**src/rtl/axi4_stream_packet_merger.sv**
```systemverilog
`default_nettype none
// ============================================================================
//  Module      : axi4_stream_packet_merger
//  Description : Two-input, one-output AXI4-Stream merger. Round-robin
//                arbitration at packet granularity (TLAST-delimited), one
//                whole packet forwarded at a time through a registered output
//                stage, each output beat tagged with its source port in TID.
//  Revision    : 1.0 - initial release
// ============================================================================
module axi4_stream_packet_merger #(
    parameter int DATA_WIDTH = 32
) (
    input  logic                  AXIS_ACLK,
    input  logic                  AXIS_ARESET,
    // Port 1 slave
    input  logic [DATA_WIDTH-1:0] S_AXIS_TDATA1,
    input  logic                  S_AXIS_TVALID1,
    input  logic                  S_AXIS_TLAST1,
    output logic                  S_AXIS_TREADY1,
    // Port 2 slave
    input  logic [DATA_WIDTH-1:0] S_AXIS_TDATA2,
    input  logic                  S_AXIS_TVALID2,
    input  logic                  S_AXIS_TLAST2,
    output logic                  S_AXIS_TREADY2,
    // Merged master
    output logic [DATA_WIDTH-1:0] M_AXIS_TDATA,
    output logic                  M_AXIS_TVALID,
    output logic                  M_AXIS_TLAST,
    output logic                  M_AXIS_TID,
    input  logic                  M_AXIS_TREADY
);

    typedef enum logic [1:0] {
        ST_IDLE  = 2'd0,
        ST_LOCK1 = 2'd1,
        ST_LOCK2 = 2'd2
    } state_t;

    state_t                state_q, state_d;
    // Port that won the most recent grant: 0 = port 1, 1 = port 2
    logic                  last_grant_q, last_grant_d;

    logic                  out_valid_q, out_valid_d;
    logic [DATA_WIDTH-1:0] out_data_q,  out_data_d;
    logic                  out_last_q,  out_last_d;
    logic                  out_id_q,    out_id_d;

    logic                  out_free;
    logic                  ready1;
    logic                  ready2;
    logic                  accept1;
    logic                  accept2;

    // The output register can take a beat when empty or draining this cycle.
    // Slave readiness never looks at slave TVALID.
    assign out_free = !out_valid_q || M_AXIS_TREADY;
    assign ready1   = (state_q == ST_LOCK1) && out_free;
    assign ready2   = (state_q == ST_LOCK2) && out_free;
    assign accept1  = S_AXIS_TVALID1 && ready1;
    assign accept2  = S_AXIS_TVALID2 && ready2;

    assign S_AXIS_TREADY1 = ready1;
    assign S_AXIS_TREADY2 = ready2;

    assign M_AXIS_TDATA  = out_data_q;
    assign M_AXIS_TVALID = out_valid_q;
    assign M_AXIS_TLAST  = out_last_q;
    assign M_AXIS_TID    = out_id_q;

    // State and arbitration history registers
    always_ff @(posedge AXIS_ACLK or posedge AXIS_ARESET) begin
        if (AXIS_ARESET) begin
            state_q      <= ST_IDLE;
            last_grant_q <= 1'b1;
        end else begin
            state_q      <= state_d;
            last_grant_q <= last_grant_d;
        end
    end

    // Next-state: grant in IDLE (round-robin on contention), hold lock until TLAST accepted
    always_comb begin
        state_d      = state_q;
        last_grant_d = last_grant_q;
        case (state_q)
            ST_IDLE: begin
                if (S_AXIS_TVALID1 && S_AXIS_TVALID2) begin
                    if (last_grant_q) begin
                        state_d      = ST_LOCK1;
                        last_grant_d = 1'b0;
                    end else begin
                        state_d      = ST_LOCK2;
                        last_grant_d = 1'b1;
                    end
                end else if (S_AXIS_TVALID1) begin
                    state_d      = ST_LOCK1;
                    last_grant_d = 1'b0;
                end else if (S_AXIS_TVALID2) begin
                    state_d      = ST_LOCK2;
                    last_grant_d = 1'b1;
                end
            end
            ST_LOCK1: begin
                if (accept1 && S_AXIS_TLAST1) begin
                    state_d = ST_IDLE;
                end
            end
            ST_LOCK2: begin
                if (accept2 && S_AXIS_TLAST2) begin
                    state_d = ST_IDLE;
                end
            end
            default: begin
                state_d = ST_IDLE;
            end
        endcase
    end

    // Output stage next value: load on accept, clear on drain, otherwise hold
    always_comb begin
        out_valid_d = out_valid_q;
        out_data_d  = out_data_q;
        out_last_d  = out_last_q;
        out_id_d    = out_id_q;
        if (accept1) begin
            out_valid_d = 1'b1;
            out_data_d  = S_AXIS_TDATA1;
            out_last_d  = S_AXIS_TLAST1;
            out_id_d    = 1'b0;
        end else if (accept2) begin
            out_valid_d = 1'b1;
            out_data_d  = S_AXIS_TDATA2;
            out_last_d  = S_AXIS_TLAST2;
            out_id_d    = 1'b1;
        end else if (M_AXIS_TREADY) begin
            out_valid_d = 1'b0;
        end
    end

    // Output register; reset abandons any beat in flight
    always_ff @(posedge AXIS_ACLK or posedge AXIS_ARESET) begin
        if (AXIS_ARESET) begin
            out_valid_q <= 1'b0;
            out_data_q  <= '0;
            out_last_q  <= 1'b0;
            out_id_q    <= 1'b0;
        end else begin
            out_valid_q <= out_valid_d;
            out_data_q  <= out_data_d;
            out_last_q  <= out_last_d;
            out_id_q    <= out_id_d;
        end
    end

endmodule
`default_nettype wire

```
**config.mk**
```make
export PLATFORM = sky130hd
export DESIGN_NAME = axi4_stream_packet_merger
export DESIGN_NICKNAME = d
export VERILOG_FILES = /design/src/rtl/axi4_stream_packet_merger.sv
export SDC_FILE = /design/constraint.sdc
export NUM_CORES = 1
export LEC_CHECK = 0
export CAP_MARGIN = 20
export CORE_MARGIN = 2
export CORE_UTILIZATION = 38
export DETAILED_ROUTE_END_ITERATION = 12
export GPL_ROUTABILITY_DRIVEN = 1
export GPL_TIMING_DRIVEN = 0
export HOLD_SLACK_MARGIN = 0.08
export PLACE_DENSITY = 0.84
export SETUP_SLACK_MARGIN = 0.4
export SLEW_MARGIN = 5
export SYNTH_ARGS = -nofsm -noshare
export SYNTH_HDL_FRONTEND = slang
export SYNTH_SLANG_ARGS = --single-unit
export TNS_END_PERCENT = 50
```
**constraint.sdc**
```tcl
create_clock -name AXIS_ACLK -period 1.8 [get_ports AXIS_ACLK]
set_clock_uncertainty 0.05 [all_clocks]
set_input_delay 0.18 -clock AXIS_ACLK [delete_from_list [all_inputs] [get_ports AXIS_ACLK]]
set_output_delay 0.18 -clock AXIS_ACLK [all_outputs]
set_load 0.1 [all_outputs]
```
-- Yosys cells after proc, flatten, opt, wreduce, memory -nomap -nowiden
Index checks and enable logic that the tools add are counted.
- add/subtract/negate cells: 0
- multiply operators: 0
- divide/modulo/power cells: 0
- order comparisons: 0
- equality and inequality tests: 5
- shift-type cells: 0
- muxes and demuxes: 20
- bitwise operators: 0
- reduce and logical (&&, ||, !) cells: 15
- operators by type and width (operator ; number):
    two-way mux 32 bit ; 2
    two-way mux 2 bit ; 6
    two-way mux 1 bit ; 11
    logical AND 1 bit ; 7
    case mux 2 bit (3 select lines) ; 1
    nonzero test 3 bit ; 2
    != test 2 x 1 -> 1 bit, second input constant ; 2
    != test 4 bit, second input constant ; 1
    AND reduction 3 bit ; 1
    == test 2 x 1 -> 1 bit, second input constant ; 1
    == test 2 bit, second input constant ; 1
    logical NOT 2 bit ; 1
    AND reduction 2 bit ; 1
    nonzero test 2 bit ; 1
    logical NOT 1 bit ; 1
    logical OR 1 bit ; 1
- bits in registers: 38
- latch bits: 0
- bits in writable memories: 0
- ROM bits: 0
- input bits: 71
- output and inout port bits: 37
- word-level logic and storage cells: 46
- memories: 0

-- Longest topological paths before layout
Gate-level depths: netlist (run 1).
- word-level depth: 7
- mapped depth: 5
- mapped depth without buffers: 3

-- Least setup slack after synthesis (run 1)
OpenSTA, ideal clock, no wires.
- kind: register -> output
- start point: register out_valid_q, in the netlist M_AXIS_TVALID
- end point: output S_AXIS_TREADY1
- arrival time: 3.315 ns
- required time: 1.570 ns
- slack: -1.745 ns
- cell stages (with the launch flop): 3
- buffers on the path: 0
- path through: dfrtp_1 -> nor2b_1 -> nor3b_1
- cells in the longest elaborated chain, start to end: 3
- RTL lines (element ; RTL line ; source):
    start, declared ; 43 ; logic out_valid_q, out_valid_d;
    start signal, assigned ; 148 ; out_valid_q <= out_valid_d;
    logical NOT 1 bit ; 56 ; assign out_free = !out_valid_q || M_AXIS_TREADY;
    logical OR 1 bit ; 56 ;
    logical AND 1 bit ; 57 ; assign ready1 = (state_q == ST_LOCK1) && out_free;
    end, declared ; 19 ; output logic S_AXIS_TREADY1,
No other way between the ends.

-- Final worst setup path (run 1)
Same ends and word-level chain as after synthesis.

==> results_tabular.tex, run 1 <==
\begin{tabular}{lr}
\hline
Metric & Value \\
\hline
\multicolumn{2}{l}{\textbf{Status}} \\
\quad Status & finished clean \\
\multicolumn{2}{l}{\textbf{STA}} \\
\quad Number of max-slew violations in the final report & 0 \\
\quad Fin crit period & 1.59 ns \\
\quad Finish-stage setup viols & 0 \\
\quad Count of final hold-check violations & 0 \\
\quad Period utilization & 0.881 \\
\quad Worst-Margin Slew & about 0.81 ns \\
\quad Aggregate negative setup slack & 0 ns \\
\quad Max Clock Freq & between 600 and 700 MHz \\
\quad Worst slew margin relative to its limit & 0.459 \\
\quad Unrepaired setup endpoints after global routing & true \\
\multicolumn{2}{l}{\textbf{Logic synthesis}} \\
\quad Cell types occupying the most area after synthesis & dfrtp\_1 49\%, a2bb2oi\_2 24\%, o22ai\_1 11\%, buf\_2 2.4\%, buf\_6 2.4\% \\
\quad Number of nets in the synthesized netlist & 213 \\
\quad Post-synth top area share & 0.486 \\
\quad Post-synthesis cell type with the largest combined area & dfrtp\_1 \\
\quad Mapped Cells & roughly 140 \\
\quad Post-synthesis sequential area ratio & 0.500 \\
\quad Synth warnings & 0 \\
\quad Mean instance size in the synthesized netlist & 13.4 µm² \\
\quad Synthesis-stage register bit count & 38 \\
\quad Number of unique standard cell types used by synthesis & 26 \\
\quad Cell area after synthesis & roughly 1900 µm² \\
\multicolumn{2}{l}{\textbf{Route}} \\
\quad Remaining routing DRC violations & 0 \\
\quad Detailed Route Iter0 Violations & 65 \\
\quad Via count & approximately 1,700 \\
\quad Number of nets with antenna violations after detailed routing & 0 \\
\quad 1st-pass router iterations & 4 \\
\quad Total wire length after detailed routing & approximately 5700 µm \\
\quad Wire per inst & 17.1 µm \\
\quad Number of vias per cell after detailed routing & 5.27 \\
\multicolumn{2}{l}{\textbf{Floorplanning}} \\
\quad Starting density of the core & 0.398 \\
\quad Core region area & 4790 µm² \\
\quad Total die area & 5590 µm² \\
\quad Cell Rows & 25 \\
\quad Chip Width & 74.8 µm \\
\quad Die height & between 70 and 80 µm \\
\quad I/O Pins & between 100 and 150 \\
\multicolumn{2}{l}{\textbf{GRT}} \\
\quad Antenna violations before repair & 0 \\
\quad GRT Overall Usage & 0.202 \\
\quad Wire length of the first global-routing pass & 8550 µm \\
\quad Vias in the first global route & roughly 1,800 \\
\quad Total gr overflow & 0 \\
\quad Largest net degree at the start of global routing & 39 \\
\multicolumn{2}{l}{\textbf{Critical path}} \\
\quad Worst EP required & 1.57 ns \\
\quad Critical-path maximum fanout & 3 \\
\quad WS Path Type & flip-flop to primary output \\
\quad Critical path startpoint category & flip-flop \\
\quad Critical path capture point type & primary output \\
\quad Length in cells of the worst reg-to-reg path & 6 \\
\quad Worst reg2reg setup slack & 0.26 ns \\
\quad Startpoint of the worst register-to-register path & state\_q[0] \\
\quad Arrival @ worst endpoint & 1.36 ns \\
\quad Endpoint of the most critical register-to-register path & M\_AXIS\_TDATA[24] \\
\multicolumn{2}{l}{\textbf{Layout}} \\
\quad Combined area of the multi-input logic cells & 887 µm² \\
\quad Register Area & 956 µm² \\
\quad Number of inserted filler cells in the final layout & 369 \\
\quad Commonest non-fill, non-tap cell in the layout & clkdlybuf4s50\_1 \\
\quad Synthesis-to-layout area growth & 69.4\% \\
\quad Highest-count cells in the layout ignoring fill and taps & 70 x clkdlybuf4s50\_1, 41 x buf\_2, 36 x dfrtp\_1 \\
\quad Layout Cell Area excl Fill & roughly 3200 µm² \\
\quad Ratio of cells with drive above 1 in the final layout & 0.408 \\
\quad Total number of nets in the final design & $\sim$340 \\
\quad Non-filler instance count after layout & 332 \\
\quad Antenna diodes & 0 \\
\multicolumn{2}{l}{\textbf{Clock tree}} \\
\quad Total clock buffers created by CTS & 5 \\
\quad Clock Sink Count & 38 \\
\quad CTS tree & built \\
\quad H-tree depth & 2 \\
\quad Master cell of the clock root buffer & clkbuf\_8 \\
\quad Worst-path clk slew & 0.08 ns \\
\quad Buffer levels on the longest clock path & 2 \\
\quad Clock insertion delay at the later pin of the skew report & 0.29 ns \\
\multicolumn{2}{l}{\textbf{Placement}} \\
\quad Inst Count DP & about 320 \\
\quad Final weighted congestion of routability-driven global placement & $\sim$0.7 \\
\quad Placed Area & 3100 µm² \\
\quad Post-DP HPWL & around 4000 µm \\
\quad Port-buffer cells & 107 \\
\multicolumn{2}{l}{\textbf{Job}} \\
\quad Reported max-cap violation count & 0 \\
\multicolumn{2}{l}{\textbf{Hold path}} \\
\quad Worst hold path class & input port to async pin \\
\hline
\end{tabular}
stage by stage:
step                setup WS (ns)   util  hold WS [ns]
CTS                         0.200  0.643         0.346
global placement           -0.559  0.647         0.430
finish                      0.215  0.674         0.334
global route                0.169  0.674         0.397
detailed placement         -0.566  0.647         0.432
floorplan                  -0.102      -         0.200
worst max-delay path by stage:
stage,end,startpoint
3_3_place_gp,S_AXIS_TREADY1,M_AXIS_TREADY
4_1_cts,S_AXIS_TREADY2,M_AXIS_TVALID
3_5_place_dp,S_AXIS_TREADY1,M_AXIS_TREADY
2_1_floorplan,S_AXIS_TREADY1,M_AXIS_TVALID
5_1_grt,S_AXIS_TREADY1,M_AXIS_TVALID
6_report,S_AXIS_TREADY1,M_AXIS_TVALID
synth_stat cells:
cell,count
a21oi_1,3
a21oi_4,1
a2bb2oi_1,2
a2bb2oi_2,30
a31oi_1,1
and4_1,1
buf_1,1
buf_2,9
buf_6,4
clkbuf_1,1
dfrtp_1,37
dfstp_2,1
inv_1,1
nand2_1,2
nand2b_1,2
nand3_1,1
nand3b_1,1
nand3b_4,2
nor2_1,2
nor2b_1,1
nor3_1,1
nor3b_1,2
o21ai_0,1
o22a_1,1
o22ai_1,33
o2bb2a_1,1
kinds of logic after synthesis:
kind of cell	share of synthesized area
DFF	0.500
buffers and inverters	0.0532
AOI/OAI and AO/OA	0.386
and+or+nand+nor	0.0604
final cells by class:
class	count	area share
clock inverter	3	0.0124
timing repair buffer	115	0.330
sequential	38	0.296
tap	67	0.0260
clock buffer	5	0.0213
buffer	15	0.0380
inverter	1	0.00116
multi-input combinational	88	0.275
what timing repair did:
item / in CTS / in global routing
hold endpoints to repair: 0 / 0
resized for setup: 187 / 9
hold buffers: 0 / 0
endpoints found under the setup margin: 69 / 40
gates cloned: 0 / 3
setup buffers: 1 / 4
pin swaps: 1 / 1
sequential cells by signal (all words and copies together) (netlist names):
signal,cells
state_q,2
M_AXIS_TLAST,1
last_grant_q,1
M_AXIS_TDATA,32
M_AXIS_TID,1
M_AXIS_TVALID,1
critical path, cell delays in order (launching register included):
cell     delay, ns
dfrtp_4       0.49
nor2b_4       0.15
nor3b_4       0.22
buf_12        0.20
routing by layer:
metal / vias up / share of wire / global-route usage
li1: 814 / - / -
met1: 851 / 0.42 / 0.249
met2: 74 / 0.49 / 0.345
met3: 9 / 0.074 / 0.0589
met4: 0 / 0.014 / 0.0556
met5: - / 0 / 0
Power of run 1 is not shown: default switching activity piles up to over one toggle a cycle in this logic, so the estimate is an artifact.
==> run 2: changes to the inputs <==
PLACE_DENSITY = 0.83   (was 0.84)
==> run 2 against run 1 <==
Effect of this change:
- fmax is 0.47% lower
- critical path depth stayed put
- global-route usage is 0.29 points higher
- design area is 0.35% lower
- via count is 0.80% lower
- setup slack worse by 0.0074 ns
- largest cell class unchanged
==> results_tabular.tex, run 2 (synthesis gave the netlist of run 1 again) <==
\begin{tabular}{lr}
\hline
Metric & Value \\
\hline
\multicolumn{2}{l}{\textbf{Status}} \\
\quad Status & finished clean \\
\multicolumn{2}{l}{\textbf{Critical path}} \\
\quad Worst reg2reg setup slack & 0.31 ns (+0.05 ns) \\
\quad Worst EP required & 1.57 ns (about the same) \\
\quad Capturing element of the worst setup path & S\_AXIS\_TREADY1 \\
\quad Critical-path maximum fanout & 4 (+1) \\
\quad Endpoint of the most critical register-to-register path & M\_AXIS\_TDATA[30] \\
\quad Critical path startpoint category & flip-flop \\
\quad Critical path capture point type & primary output \\
\quad Length in cells of the worst reg-to-reg path & 6 (unchanged) \\
\quad Startpoint of the worst register-to-register path & state\_q[0] \\
\quad WS Path Type & flip-flop to primary output \\
\quad Launch point of the worst path & M\_AXIS\_TVALID \\
\quad Arrival @ worst endpoint & 1.36 ns (about the same) \\
\multicolumn{2}{l}{\textbf{Layout}} \\
\quad Layout Cell Area excl Fill & 3210 µm² (-0.35\%) \\
\quad Antenna diodes & 0 (unchanged) \\
\quad Largest register FFs & 32 (unchanged) \\
\quad Number of inserted filler cells in the final layout & 381 (+3.3\%) \\
\quad Synthesis-to-layout area growth & 68.8\% \\
\quad Highest-count cells in the layout ignoring fill and taps & 70 x clkdlybuf4s50\_1, 39 x buf\_2, 36 x dfrtp\_1 \\
\quad Total number of nets in the final design & 336 (+0.30\%) \\
\quad Ratio of cells with drive above 1 in the final layout & 0.398 (-0.00905) \\
\quad Commonest non-fill, non-tap cell in the layout & clkdlybuf4s50\_1 \\
\multicolumn{2}{l}{\textbf{Route}} \\
\quad 1st-pass router iterations & 4 (unchanged) \\
\quad Total wire length after detailed routing & 5440 µm (-4.1\%) \\
\quad Via count & 1,734 (-0.80\%) \\
\quad Remaining routing DRC violations & 0 (unchanged) \\
\quad Detailed Route Iter0 Violations & 50 (-23\%) \\
\quad Number of nets with antenna violations after detailed routing & 0 (unchanged) \\
\quad Wire per inst & 16.3 µm (-4.4\%) \\
\quad Number of vias per cell after detailed routing & 5.21 (-1.1\%) \\
\multicolumn{2}{l}{\textbf{Floorplanning}} \\
\quad Starting density of the core & 0.398 (unchanged) \\
\quad Chip Width & 74.8 µm (unchanged) \\
\quad Die height & 74.8 µm (unchanged) \\
\quad Core region area & 4790 µm² (unchanged) \\
\quad I/O Pins & 108 (unchanged) \\
\quad Cell Rows & 25 (unchanged) \\
\quad Total die area & 5590 µm² (unchanged) \\
\multicolumn{2}{l}{\textbf{STA}} \\
\quad Count of final hold-check violations & 0 (unchanged) \\
\quad Max Clock Freq & 628 MHz (-0.47\%) \\
\quad Period utilization & 0.885 (+0.00412) \\
\quad Number of max-slew violations in the final report & 0 (unchanged) \\
\quad Worst slew margin relative to its limit & 0.473 (+0.0144) \\
\quad Finish-stage setup viols & 0 (unchanged) \\
\quad Worst-Margin Slew & 0.789 ns (-0.0216 ns) \\
\quad Fin crit period & 1.59 ns (+0.00742 ns) \\
\quad Unrepaired setup endpoints after global routing & true \\
\quad Aggregate negative setup slack & 0 ns (unchanged) \\
\multicolumn{2}{l}{\textbf{Job}} \\
\quad Reported max-cap violation count & 0 (unchanged) \\
\multicolumn{2}{l}{\textbf{GRT}} \\
\quad Largest net degree at the start of global routing & 39 (unchanged) \\
\quad Total gr overflow & 0 (unchanged) \\
\quad Antenna violations before repair & 0 (unchanged) \\
\quad Vias in the first global route & 1,799 (-0.11\%) \\
\quad GRT Overall Usage & 0.204 (+0.00293) \\
\quad Wire length of the first global-routing pass & 8590 µm (+0.48\%) \\
\multicolumn{2}{l}{\textbf{Placement}} \\
\quad Post-DP HPWL & 3930 µm (-1.5\%) \\
\quad Port-buffer cells & 107 (unchanged) \\
\quad Placed Area & 3100 µm² (unchanged) \\
\quad Final weighted congestion of routability-driven global placement & 0.771 (+8.5\%) \\
\multicolumn{2}{l}{\textbf{Clock tree}} \\
\quad Clock Sink Count & 38 (unchanged) \\
\quad Hold buffer count at cts & 0 (unchanged) \\
\quad Total clock buffers created by CTS & 5 (unchanged) \\
\quad Worst-path clk slew & 0.07 ns (about the same) \\
\quad Master cell of the clock root buffer & clkbuf\_8 \\
\quad Buffer levels on the longest clock path & 2 (unchanged) \\
\quad H-tree depth & 2 (unchanged) \\
\quad CTS tree & built \\
\quad Clock insertion delay at the later pin of the skew report & 0.29 ns (about the same) \\
\multicolumn{2}{l}{\textbf{Hold path}} \\
\quad Worst hold path class & input port to async pin \\
\hline
\end{tabular}
[run 2: cell types whose count changed in the layout (fill, tap and decap cells not counted), moves of 2 or more]
cell	before	now
buf_2	41	39
clkinv_2	2	0
clkbuf_1	0	3
buf_4	3	6
[run 2: per-layer routing]
layer,routed length (µm),track usage
met5,0,0
met4,63,0.0476
met3,396,0.0696
met2,2800,0.344
met1,2180,0.256
[run 2: worst max-delay path, stage by stage, from the launching register on]
cell and delay, ns:
dfrtp_4 0.48, nor2b_4 0.16, nor3b_4 0.23, buf_12 0.21
[run 2: worst min-delay path by stage]
| stage | endpoint | startpoint | slack, ns |
|---|---|---|---|
| floorplan | last_grant_q | S_AXIS_TVALID1 | 0.20 |
| global placement | M_AXIS_TID | M_AXIS_TID | 0.43 |
| detailed placement | M_AXIS_TID | M_AXIS_TID | 0.43 |
| CTS | M_AXIS_TDATA[29] | AXIS_ARESET | 0.34 |
| global route | M_AXIS_TDATA[29] | AXIS_ARESET | 0.38 |
| finish | M_AXIS_TDATA[3] | AXIS_ARESET | 0.31 |
[run 2: cell type report]
| class | count | area (µm²) | share of cell area |
|---|---|---|---|
| multi-input combinational | 88 | 887 | 0.276 |
| buffer | 15 | 130 | 0.0405 |
| inverter | 1 | 3.75 | 0.00117 |
| sequential | 38 | 956 | 0.297 |
| timing repair buffer | 116 | 1070 | 0.334 |
| clock buffer | 8 | 80.1 | 0.0249 |
| tap | 67 | 83.8 | 0.0261 |
[run 2: per-stage QoR]
stage / utilization / setup slack [ns] / hold WS (ns) / instances
after floorplan: - / -0.102 / 0.200 / 142
after global placement: 0.647 / -0.557 / 0.435 / 316
after detailed placement: 0.647 / -0.588 / 0.435 / 316
after CTS: 0.638 / 0.199 / 0.342 / 325
after global routing: 0.672 / 0.150 / 0.384 / 333
final: 0.672 / 0.207 / 0.308 / 333
[run 2: repair_timing]
item                                    4_1_cts  5_1_grt
resized for setup                           185       11
hold endpoints to repair                      0        0
gates cloned                                  0        3
endpoints found under the setup margin       67       39
setup buffers                                 1        5
pin swaps                                     1        1
Power of run 2 is left out for the same reason.
==> run 3: changes to the inputs <==
CAP_MARGIN = 40   (was 20)
TNS_END_PERCENT = 30   (was 50)
==> run 3 against run 2 <==
Effect of this change:
- sequential cell count unchanged
- setup slack lost 0.038 ns
- worst hold slack gained 0.0039 ns
- global-route usage rose by 3.8 points
- non-clock buffer count is 38 higher
==> results_tabular.tex, run 3 (synthesis gave the netlist of run 1 again) <==
\begin{tabular}{lr}
\hline
Metric & Value \\
\hline
\multicolumn{2}{l}{\textbf{Clock tree}} \\
\quad Worst-path clk slew & 0.08 ns (about the same) \\
\quad Hold buffer count at cts & 0 (unchanged) \\
\quad H-tree depth & 2 (unchanged) \\
\quad Total clock buffers created by CTS & 5 (unchanged) \\
\quad Master cell of the clock root buffer & clkbuf\_8 \\
\quad Clock Sink Count & 38 (unchanged) \\
\quad CTS tree & built \\
\quad Buffer levels on the longest clock path & 2 (unchanged) \\
\quad Clock insertion delay at the later pin of the skew report & 0.28 ns (about the same) \\
\multicolumn{2}{l}{\textbf{STA}} \\
\quad Worst slew margin relative to its limit & 0.458 (-0.0157) \\
\quad Max Clock Freq & 613 MHz (-2.3\%) \\
\quad Finish-stage setup viols & 0 (unchanged) \\
\quad Period utilization & 0.906 (+0.0209) \\
\quad Worst-Margin Slew & 0.812 ns (+0.0235 ns) \\
\quad Count of final hold-check violations & 0 (unchanged) \\
\quad Number of max-slew violations in the final report & 0 (unchanged) \\
\quad Fin crit period & 1.63 ns (+0.0376 ns) \\
\quad Unrepaired setup endpoints after global routing & true \\
\quad Smallest hold slack & 0.312 ns (+0.00389 ns) \\
\multicolumn{2}{l}{\textbf{Layout}} \\
\quad Commonest non-fill, non-tap cell in the layout & clkdlybuf4s50\_1 \\
\quad Synthesis-to-layout area growth & 113\% \\
\quad Total number of nets in the final design & 374 (+11\%) \\
\quad Highest-count cells in the layout ignoring fill and taps & 85 x clkdlybuf4s50\_1, 36 x dfrtp\_1, 31 x o22ai\_1 \\
\quad Number of inserted filler cells in the final layout & 255 (-33\%) \\
\quad Non-filler instance count after layout & 371 (+11\%) \\
\quad Ratio of cells with drive above 1 in the final layout & 0.375 (-0.0235) \\
\quad Layout Cell Area excl Fill & 4060 µm² (+26\%) \\
\quad Largest register FFs & 32 (unchanged) \\
\quad Antenna diodes & 0 (unchanged) \\
\quad Final core utilization & 0.847 (+0.176) \\
\multicolumn{2}{l}{\textbf{Route}} \\
\quad Wire per inst & 18.6 µm (+14\%) \\
\quad Remaining routing DRC violations & 0 (unchanged) \\
\quad 1st-pass router iterations & 4 (unchanged) \\
\quad Total wire length after detailed routing & 6920 µm (+27\%) \\
\quad Number of nets with antenna violations after detailed routing & 0 (unchanged) \\
\quad Number of vias per cell after detailed routing & 5.33 (+2.3\%) \\
\quad Via count & 1,976 (+14\%) \\
\quad Detailed Route Iter0 Violations & 71 (+42\%) \\
\multicolumn{2}{l}{\textbf{Status}} \\
\quad Status & finished clean \\
\multicolumn{2}{l}{\textbf{Critical path}} \\
\quad Worst EP required & 1.57 ns (about the same) \\
\quad Startpoint of the worst register-to-register path & state\_q[0] \\
\quad Launch point of the worst path & M\_AXIS\_TDATA[7] \\
\quad Length in cells of the worst reg-to-reg path & 6 (unchanged) \\
\quad Critical path startpoint category & flip-flop \\
\quad Endpoint of the most critical register-to-register path & M\_AXIS\_TDATA[2] \\
\quad Worst reg2reg setup slack & 0.22 ns (-0.09 ns) \\
\quad WS Path Type & flip-flop to primary output \\
\quad Critical-path maximum fanout & 2 (-2) \\
\quad Arrival @ worst endpoint & 1.40 ns (+0.04 ns) \\
\quad Critical path capture point type & primary output \\
\multicolumn{2}{l}{\textbf{Floorplanning}} \\
\quad Cell Rows & 25 (unchanged) \\
\quad Core region area & 4790 µm² (unchanged) \\
\quad Starting density of the core & 0.398 (unchanged) \\
\quad Chip Width & 74.8 µm (unchanged) \\
\quad I/O Pins & 108 (unchanged) \\
\quad Total die area & 5590 µm² (unchanged) \\
\quad Die height & 74.8 µm (unchanged) \\
\multicolumn{2}{l}{\textbf{GRT}} \\
\quad Wire length of the first global-routing pass & 10,100 µm (+17\%) \\
\quad GRT Overall Usage & 0.243 (+0.0381) \\
\quad Antenna violations before repair & 0 (unchanged) \\
\quad Largest net degree at the start of global routing & 39 (unchanged) \\
\quad Vias in the first global route & 2,079 (+16\%) \\
\quad Total gr overflow & 0 (unchanged) \\
\multicolumn{2}{l}{\textbf{Placement}} \\
\quad Port-buffer cells & 107 (unchanged) \\
\quad Post-DP HPWL & 4860 µm (+24\%) \\
\quad Inst Count DP & 353 (+12\%) \\
\quad Final weighted congestion of routability-driven global placement & 0.786 (+1.9\%) \\
\quad Placed Area & 3740 µm² (+21\%) \\
\multicolumn{2}{l}{\textbf{Hold path}} \\
\quad Worst hold path class & input port to async pin \\
\multicolumn{2}{l}{\textbf{Job}} \\
\quad Reported max-cap violation count & 0 (unchanged) \\
\hline
\end{tabular}
[run 3: cell types whose count changed in the layout (fill, tap and decap cells not counted), sizes merged]
cell           before  now
dlymetal6s2s        0    2
buf                53   61
clkdlybuf4s15       4    5
clkdlybuf4s50      70   85
dlygate4sd2         0   12
[run 3: worst max-delay path by stage]
stage,cells after the start,slack [ns],end
finish,2,0.17,M_AXIS_TDATA[7]
global route,2,0.11,M_AXIS_TDATA[7]
CTS,2,0.17,M_AXIS_TDATA[22]
detailed placement,5,-0.16,S_AXIS_TREADY1
global placement,4,-0.55,S_AXIS_TREADY1
floorplan,2,-0.10,S_AXIS_TREADY1
[run 3: what timing repair did]
action	CTS	global route
endpoints found under the setup margin	69	64
endpoints found under the hold margin	0	0
pin swaps	0	3
gates resized for setup	42	20
cloned	0	3
setup buffers	0	9
[run 3: per-stage QoR]
stage	setup WS [ns]	TNS, ns
after global routing	0.113	0
after floorplan	-0.102	-0.185
after CTS	0.169	0
after global placement	-0.550	-6.67
final	0.170	0
after detailed placement	-0.156	-1.23
[run 3: layout make-up]
cell class,instances,area (µm²),area share
timing repair buffer,154,1910,0.472
tap,67,83.8,0.0207
buffer,15,125,0.0309
inverter,1,3.75,0.000926
sequential,38,956,0.236
multi-input combinational,88,893,0.220
clock buffer,8,80.1,0.0197
[run 3: layer usage]
layer,track usage,share of wire
met2,0.456,0.54
met3,0.0589,0.064
met4,0.0813,0.025
met5,0,0
met1,0.266,0.37
[run 3: critical path, stage by stage, from the launching register on]
cell and delay (ns):
dfrtp_1 0.37, clkdlybuf4s50_1 0.54, buf_8 0.21
Power of run 3 is left out for the same reason.
